==> src/rtl/fetch_pkg.sv <==
// Shared types and default sizing for the instruction-fetch front end.
package fetch_pkg;

  localparam int unsigned XLEN_DEF   = 32;
  localparam int unsigned ADDR_W_DEF = 5;
  localparam int unsigned PC_INC_DEF = 4;

  typedef enum logic [1:0] {
    IDLE,
    REQ,
    OUT,
    DRAIN
  } fetch_state_e;

endpackage

==> src/rtl/pc_reg_param.sv <==
// Program-counter register: synchronous reset to RESET_PC, loads d when en is high.
module pc_reg_param #(
  parameter int unsigned     XLEN     = 32,
  parameter logic [XLEN-1:0] RESET_PC = '0
) (
  input  logic            clk,
  input  logic            rst,
  input  logic            en,
  input  logic [XLEN-1:0] d,
  output logic [XLEN-1:0] q
);

  always_ff @(posedge clk) begin
    if (rst) begin
      q <= RESET_PC;
    end else if (en) begin
      q <= d;
    end
  end

endmodule

==> src/rtl/pc_fetch_unit.sv <==
// Instruction-fetch front end: PC sequencing, single-outstanding memory handshake,
// redirect with in-flight kill, and a valid/ready hold register towards decode.
module pc_fetch_unit
  import fetch_pkg::*;
#(
  parameter int unsigned     XLEN     = XLEN_DEF,
  parameter int unsigned     ADDR_W   = ADDR_W_DEF,
  parameter int unsigned     PC_INC   = PC_INC_DEF,
  parameter logic [XLEN-1:0] RESET_PC = '0
) (
  input  logic              clk,
  input  logic              rst,
  input  logic              fetch_en,
  input  logic              redirect_valid,
  input  logic [XLEN-1:0]   redirect_pc,
  output logic              m_req,
  output logic [ADDR_W-1:0] m_addr,
  input  logic              m_ack,
  input  logic [XLEN-1:0]   m_data,
  output logic              inst_valid,
  input  logic              inst_ready,
  output logic [XLEN-1:0]   inst_data,
  output logic [XLEN-1:0]   inst_pc,
  output logic [XLEN-1:0]   pc_q
);

  fetch_state_e    state;
  logic            pc_en;
  logic [XLEN-1:0] pc_d;

  // Redirect wins over the sequential step taken on a decode handshake.
  always_comb begin
    pc_en = redirect_valid || ((state == OUT) && inst_ready);
    pc_d  = pc_q + XLEN'(PC_INC);
    if (redirect_valid) begin
      pc_d = redirect_pc & ~XLEN'(3);
    end
  end

  pc_reg_param #(
    .XLEN     (XLEN),
    .RESET_PC (RESET_PC)
  ) u_pc_reg (
    .clk (clk),
    .rst (rst),
    .en  (pc_en),
    .d   (pc_d),
    .q   (pc_q)
  );

  assign m_addr = pc_q[ADDR_W+1:2];

  // Fetch FSM; DRAIN is the kill state that swallows the response to a redirected request.
  always_ff @(posedge clk) begin
    if (rst) begin
      state      <= IDLE;
      m_req      <= 1'b0;
      inst_valid <= 1'b0;
      inst_data  <= '0;
      inst_pc    <= '0;
    end else begin
      case (state)
        IDLE: begin
          if (fetch_en) begin
            state <= REQ;
            m_req <= 1'b1;
          end
        end
        REQ: begin
          if (redirect_valid && !m_ack) begin
            state <= DRAIN;
            m_req <= 1'b0;
          end else if (redirect_valid) begin
            // Response arrived for the stale address; re-request at the new PC.
            state <= REQ;
          end else if (m_ack) begin
            state      <= OUT;
            m_req      <= 1'b0;
            inst_valid <= 1'b1;
            inst_data  <= m_data;
            inst_pc    <= pc_q;
          end
        end
        OUT: begin
          if (redirect_valid || inst_ready) begin
            inst_valid <= 1'b0;
            state      <= fetch_en ? REQ : IDLE;
            m_req      <= fetch_en;
          end
        end
        DRAIN: begin
          if (m_ack) begin
            state <= fetch_en ? REQ : IDLE;
            m_req <= fetch_en;
          end
        end
        default: begin
          state <= IDLE;
          m_req <= 1'b0;
        end
      endcase
    end
  end

endmodule

==> config.mk <==
export PLATFORM = sky130hd
export DESIGN_NAME = pc_fetch_unit
export DESIGN_NICKNAME = d
export VERILOG_FILES = /design/src/rtl/fetch_pkg.sv /design/src/rtl/pc_reg_param.sv /design/src/rtl/pc_fetch_unit.sv
export SDC_FILE = /design/constraint.sdc
export NUM_CORES = 1
export LEC_CHECK = 0
export CORE_UTILIZATION = 39
export CTS_BUF_LIST = sky130_fd_sc_hd__clkbuf_16
export DETAILED_ROUTE_END_ITERATION = 6
export HOLD_SLACK_MARGIN = 0.12
export MAX_ROUTING_LAYER = met4
export PLACE_DENSITY_LB_ADDON = 0.15
export SLEW_MARGIN = 0
export SYNTH_ARGS = -nofsm -noshare
export SYNTH_HDL_FRONTEND = slang
export SYNTH_SLANG_ARGS = --single-unit
==> constraint.sdc <==
create_clock -name clk -period 1.7 [get_ports clk]
set_input_delay 0.34 -clock clk [delete_from_list [all_inputs] [get_ports clk]]
set_output_delay 0.34 -clock clk [all_outputs]
set_load 0.05 [all_outputs]
==> flow_summary.ini, run 1 <==
[run_status]
status = finished with violations
violations = setup timing

[die]
initial_core_util_pct = 40.2
ios = 173
core_mm2 = 0.0109
chipHeight_um = 108
fp.dieArea_mm2 = 0.0116
die_x_um = 108
num_rows = 38

[routing]
dr.pass1.iters = 5
num_vias = 4989
avgViaCountPerCell = 5.46
dr.first_iter.drc_count = 360
post-route-drc-count = 0
routed_wl_mm = 14.8
route.detailed.wl_per_inst_um = 16.2
ant_nets = 0

[timing]
rsz0062_at_grt = yes
setup_viol = 2
whs_ns = 0.245
hold_viol = 0
drv_slew = 0
maxSlewHeadroom_pct = 64.8
period_share_pct = 101
fin_ws_ns = -0.0170
max_clock_freq_mhz = 582
worst_pin_slew_ns = 0.528
skew_ns = 0.00567
min_period_ns = 1.72

[cts]
cts_root_buf = clkbuf_16
htree_levels = 3
clockBufferDepth = 2
clk_pin_slew_worst_paths_ns = 0.07
clkLatencyLatePin_ns = 0.34
cts_made_buffers = 9
clock_sinks = 96
cts_hold_buf = 0
tritoncts = done

[synth]
async_reset_ff_share_pct = 0
ys_warn_count = 0
seq_area_frac_synth_pct = 43.9
synth_area_leaders = dfxtp_1, nand2_1, a21oi_1
syn-instance-count = 551
netlist.area_leader.share_pct = 43.9
synth.most_common_cell = nand2_1
syn_area_mm2 = 0.00437
yosysUniqueCellTypes = 63
synth-edff-count = 0
ys_top_cells_by_count = nand2_1, dfxtp_1, a21oi_1
synth_seq_cells = 96
synth_top_cell_by_area = dfxtp_1
yosys_most_used_dff = dfxtp_1
syn_area_per_cell_um2 = 7.94

[worst_hold_path]
hold_path.class = in -> reg

[global_routing]
grt_overflow_total = 0
grt_pass1_wl_mm = 23.0
antenna_found_initial = 0
grt_max_degree = 48
grt_pass1_vias = 4636
grt_usage_pct = 26.2

[setup_path]
worstPathArrival_ns = 1.96
worstSetupPathType = reg -> reg
critPathRequiredTime_ns = 1.94
startpoint_type = register
critPathSlowestCell = or4_4
cp_cell_sequence = and4_4 -> nand4_4 -> or4_4 -> a311oi_2
cp_max_fo = 10
cp-end-kind = register
cp.buffers_inverters = 0
crit_family = simple AND/OR/NAND/NOR gates
max_stage_delay_ns = 0.57

[power_and_ir_drop]
ir_drop_v = 0.000550
leakagePower_nw = 2.77
p_per_area_mw_per_mm2 = 813
finalPower_w = 0.00567

[placed_design]
gp_congestion = 0.903
hpwl_mm = 10.9
dp_cells = 891
port_buffers = 166

[cells_and_area]
n_antenna_cell = 0
stdcell_count = 914
drive_above_1_share_pct = 32.7
nFillCells = 929
regArea_mm2 = 0.00201
syn_to_final_growth_pct = 59.6
multi_input_area_mm2 = 0.00228
fin_nets = 840

[flow_run]
drv_cap = 0
## what timing repair did
action	CTS	global route
buffers inserted	2	5
endpoints found under the setup margin	11	14
pin swaps	5	4
gates resized for setup	7	9
## layout by cell type, fill, tap and decap left out, types with 3 or more instances in the layout
master           count
o31ai_1              7
buf_4              177
clkbuf_16           11
a21oi_1             69
or3_1                3
nor3_1               6
a31oi_1              4
a31o_2               3
a211oi_1             7
nand2_1            147
dfxtp_1             70
nand4_1             13
and3_1               5
nor2b_1              4
and4_1               3
xnor2_1              3
or4_1                7
a311oi_1             7
nand3_1             11
a22oi_1              3
clkdlybuf4s50_1     64
dfxtp_4             24
inv_1                8
conb_1               4
nor2_1              26
nor4_1               5
o311ai_0             3
xor2_1               3
o21ai_0              4
buf_12               8
## logic make-up (layout without fill, tap and decap cells)
logic type,count (synthesis),count (layout),synth area share [%]
buffers and inverters,56,276,6.07
AND/OR/NAND/NOR,256,256,28.2
other,1,4,0.0858
flip-flops,96,96,43.9
XOR/XNOR,6,6,1.20
AO/OA/AOI/OAI,135,135,20.2
adder cells (fa/ha/maj),1,1,0.286
## path summary, 6_finish.rpt
| check | start | endpoint | slack (ns) | cells past startpoint |
|---|---|---|---|---|
| worst max register to register | u_pc_reg.q[11] | u_pc_reg.q[19] | -0.02 | 4 |
| worst max-delay path | u_pc_reg.q[11] | u_pc_reg.q[19] | -0.02 | 4 |
| worst min register to register | inst_pc[22] | inst_pc[22] | 0.46 | 2 |
| worst min-delay path | rst | u_pc_reg.q[24] | 0.24 | 2 |
## layer usage
| metal | global-route usage, % | vias to the layer above | part of all wire (%) |
|---|---|---|---|
| li1 | - | 2396 | - |
| met1 | 32.8 | 2389 | 43 |
| met2 | 43.5 | 186 | 50 |
| met3 | 3.69 | 18 | 5.9 |
| met4 | 8.51 | 0 | 1.3 |
| met5 | - | - | 0 |
## power breakdown
group,switching [W],internal [W],total [W],leakage [nW]
Sequential,0.0000687,0.00232,0.00239,0.798
Clock,0.000902,0.00119,0.00209,0.159
Combinational,0.000703,0.000486,0.00119,1.82
## metrics by stage
step	setup slack [ns]	util, %	setup TNS [ns]	cell area, µm²
6_report	-0.0170	64.1	-0.0282	6980
5_1_grt	-0.104	64.1	-0.424	6980
4_1_cts	0.00860	63.2	0	6890
3_5_place_dp	-0.446	60.2	-20.83	6550
3_3_place_gp	-0.416	60.2	-17.70	6550
2_1_floorplan	-0.0466	-	-0.135	4510
## layout make-up
type	count	share of cell area, %
Clock buffer	11	3.94
Clock inverter	5	0.574
Inverter	8	0.430
Multi-Input combinational cell	402	32.7
Sequential cell	96	28.9
Tap cell	140	2.51
Timing Repair Buffer	252	30.9
## state kept, by name, summed over array words and instances (netlist names)
register	cells
m_req	1
inst_pc	30
state	2
u_pc_reg.q	30
inst_valid	1
inst_data	32
(Power assumes the default switching activity.)
==> inputs of run 2 (changes only) <==
CORE_UTILIZATION = 45   (was 39)
clock period = 2.2 ns   (was 1.7 ns; I/O delays follow)
==> run 2 against run 1 <==
Critical endpoint is now pc_q[25]. Worst hold slack improved by 0.21 ns. Via count decreased by 6.4%. Final cell count decreased by 7.0%. Highest routed layer unchanged. Critical path depth decreased by 3. Worst setup slack improved by 0.066 ns. Sequential cell count unchanged. The flow now finishes without violations. Critical path type is now reg -> out.
==> flow_summary.ini, run 2 (synthesis results as in run 1) <==
[run_status]
status = completed

[cts]
cts_made_buffers = 9
cts_hold_buf = 0
clk_pin_slew_worst_paths_ns = 0.07
cts_resized = 0
clkLatencyLatePin_ns = 0.35
tritoncts = done
clock_sinks = 96
htree_levels = 3
clockBufferDepth = 2
cts_setup_buffers = 0
cts_root_buf = clkbuf_16

[cells_and_area]
layout_common_cells = clkdlybuf4s50_1, nand2_1, dfxtp_1
layout_commonest_cell = clkdlybuf4s50_1
top_regs = inst_data: 32 flops, inst_pc: 30 flops, u_pc_reg.q: 30 flops
post-route-util_pct = 70.1
top_register = inst_data
n_antenna_cell = 0
largest_reg_flops = 32
fin_nets = 787
drive_above_1_share_pct = 8.74
syn_to_final_growth_pct = 49.5

[timing]
whs_ns = 0.452
skew_ns = 0.0103
setup_viol = 0
worst_pin_slew_ns = 0.530
min_period_ns = 2.15
maxSlewHeadroom_pct = 64.5
fin_ws_ns = 0.0492
drv_slew = 0
max_clock_freq_mhz = 465
hold_viol = 0
rsz0062_at_grt = no
period_share_pct = 97.8

[global_routing]
gr-max-usage-layer = met2
use_met1_pct = 35.5
grt_usage_pct = 27.7
grtUsageMet2_pct = 43.8
grt_max_degree = 61
met3_usage_pct = 4.58
grt_pass1_wl_mm = 21.5
grt_pass1_vias = 4400
grt_overflow_total = 0
antenna_found_initial = 0

[setup_path]
r2r.worst_path.cells = 4
crit_family = buffers and inverters
cp_cell_sequence = clkdlybuf4s50_1
critPathRequiredTime_ns = 1.76
path_depth = 1
cp.buffers_inverters = 1
cp_max_fo = 7
worstSetupPathType = reg -> out
cp-end-kind = output pin
worstPathArrival_ns = 1.71
critPathSlowestCell = clkdlybuf4s50_1
startpoint_type = register
max_stage_delay_ns = 0.86

[placed_design]
port_buffers = 166
gp_congestion = 0.941
hpwl_mm = 9.69
pre_cts_ws_ns = -0.0912

[die]
initial_core_util_pct = 46.9
die_x_um = 101
ios = 173
chipHeight_um = 101
core_mm2 = 0.00933
fp.dieArea_mm2 = 0.0101
num_rows = 35

[routing]
routed_wl_mm = 13.5
num_vias = 4670
avgViaCountPerCell = 5.49
route.detailed.wl_per_inst_um = 15.9
ant_nets = 0
dr.first_iter.drc_count = 328
dr.pass1.iters = 5
post-route-drc-count = 0

[power_and_ir_drop]
leakagePower_nw = 2.35
ir_drop_v = 0.000431
p_per_area_mw_per_mm2 = 640

[worst_hold_path]
holdPathStages = 2
hold_path.class = reg -> reg

[flow_run]
drv_cap = 0
-- run 2: cell count changes in the layout (fill, tap and decap cells not counted), moves of 6 or more --
| cell | delta |
|---|---|
| dfxtp_4 | -24 |
| buf_4 | -145 |
| dlymetal6s2s_1 | +7 |
| dfxtp_1 | +26 |
| buf_12 | -6 |
| clkdlybuf4s50_1 | +93 |
-- run 2: where the power goes --
group	leakage [nW]	switching (W)	internal [W]
combinational	1.43	0.000485	0.000327
clock	0.136	0.000716	0.000777
sequential	0.783	0.0000767	0.00180
-- run 2: final timing paths --
check	start	end	slack, ns
min	inst_data[29]	inst_data[29]	0.45
max	u_pc_reg.q[25]	pc_q[25]	0.05
max reg2reg	u_pc_reg.q[9]	u_pc_reg.q[27]	0.19
min reg2reg	inst_data[29]	inst_data[29]	0.45
-- run 2: layout make-up --
class,instances,area [µm²]
Clock buffer,9,225
Clock inverter,7,52.6
Fill cell,770,2790
Inverter,8,30.0
Multi-Input combinational cell,402,2200
Sequential cell,96,1920
Tap cell,129,161
Timing Repair Buffer,199,1940
-- run 2: worst min-delay path, cell delays in order (launching register included) --
cell and delay, ns:
dfxtp_1 0.31, nand2_1 0.05, a21oi_1 0.05
-- run 2: through the flow --
step | std cells | total power, W | setup TNS, ns | area [µm²]
final | 850 | 0.00418 | 0 | 6540
after global routing | 850 | 0.00435 | 0 | 6540
after CTS | 850 | 0.00421 | 0 | 6520
after detailed placement | 834 | 0.00273 | -0.169 | 6240
after global placement | 834 | 0.00272 | -0.136 | 6240
after floorplan | 554 | 0.00238 | 0 | 4380
-- run 2: layer usage --
metal  share of wire [%]  vias to the layer above
li1                    -                     2283
met1                  44                     2179
met2                  47                      188
met3                 6.5                       20
met4                 2.1                        0
met5                   0                        -
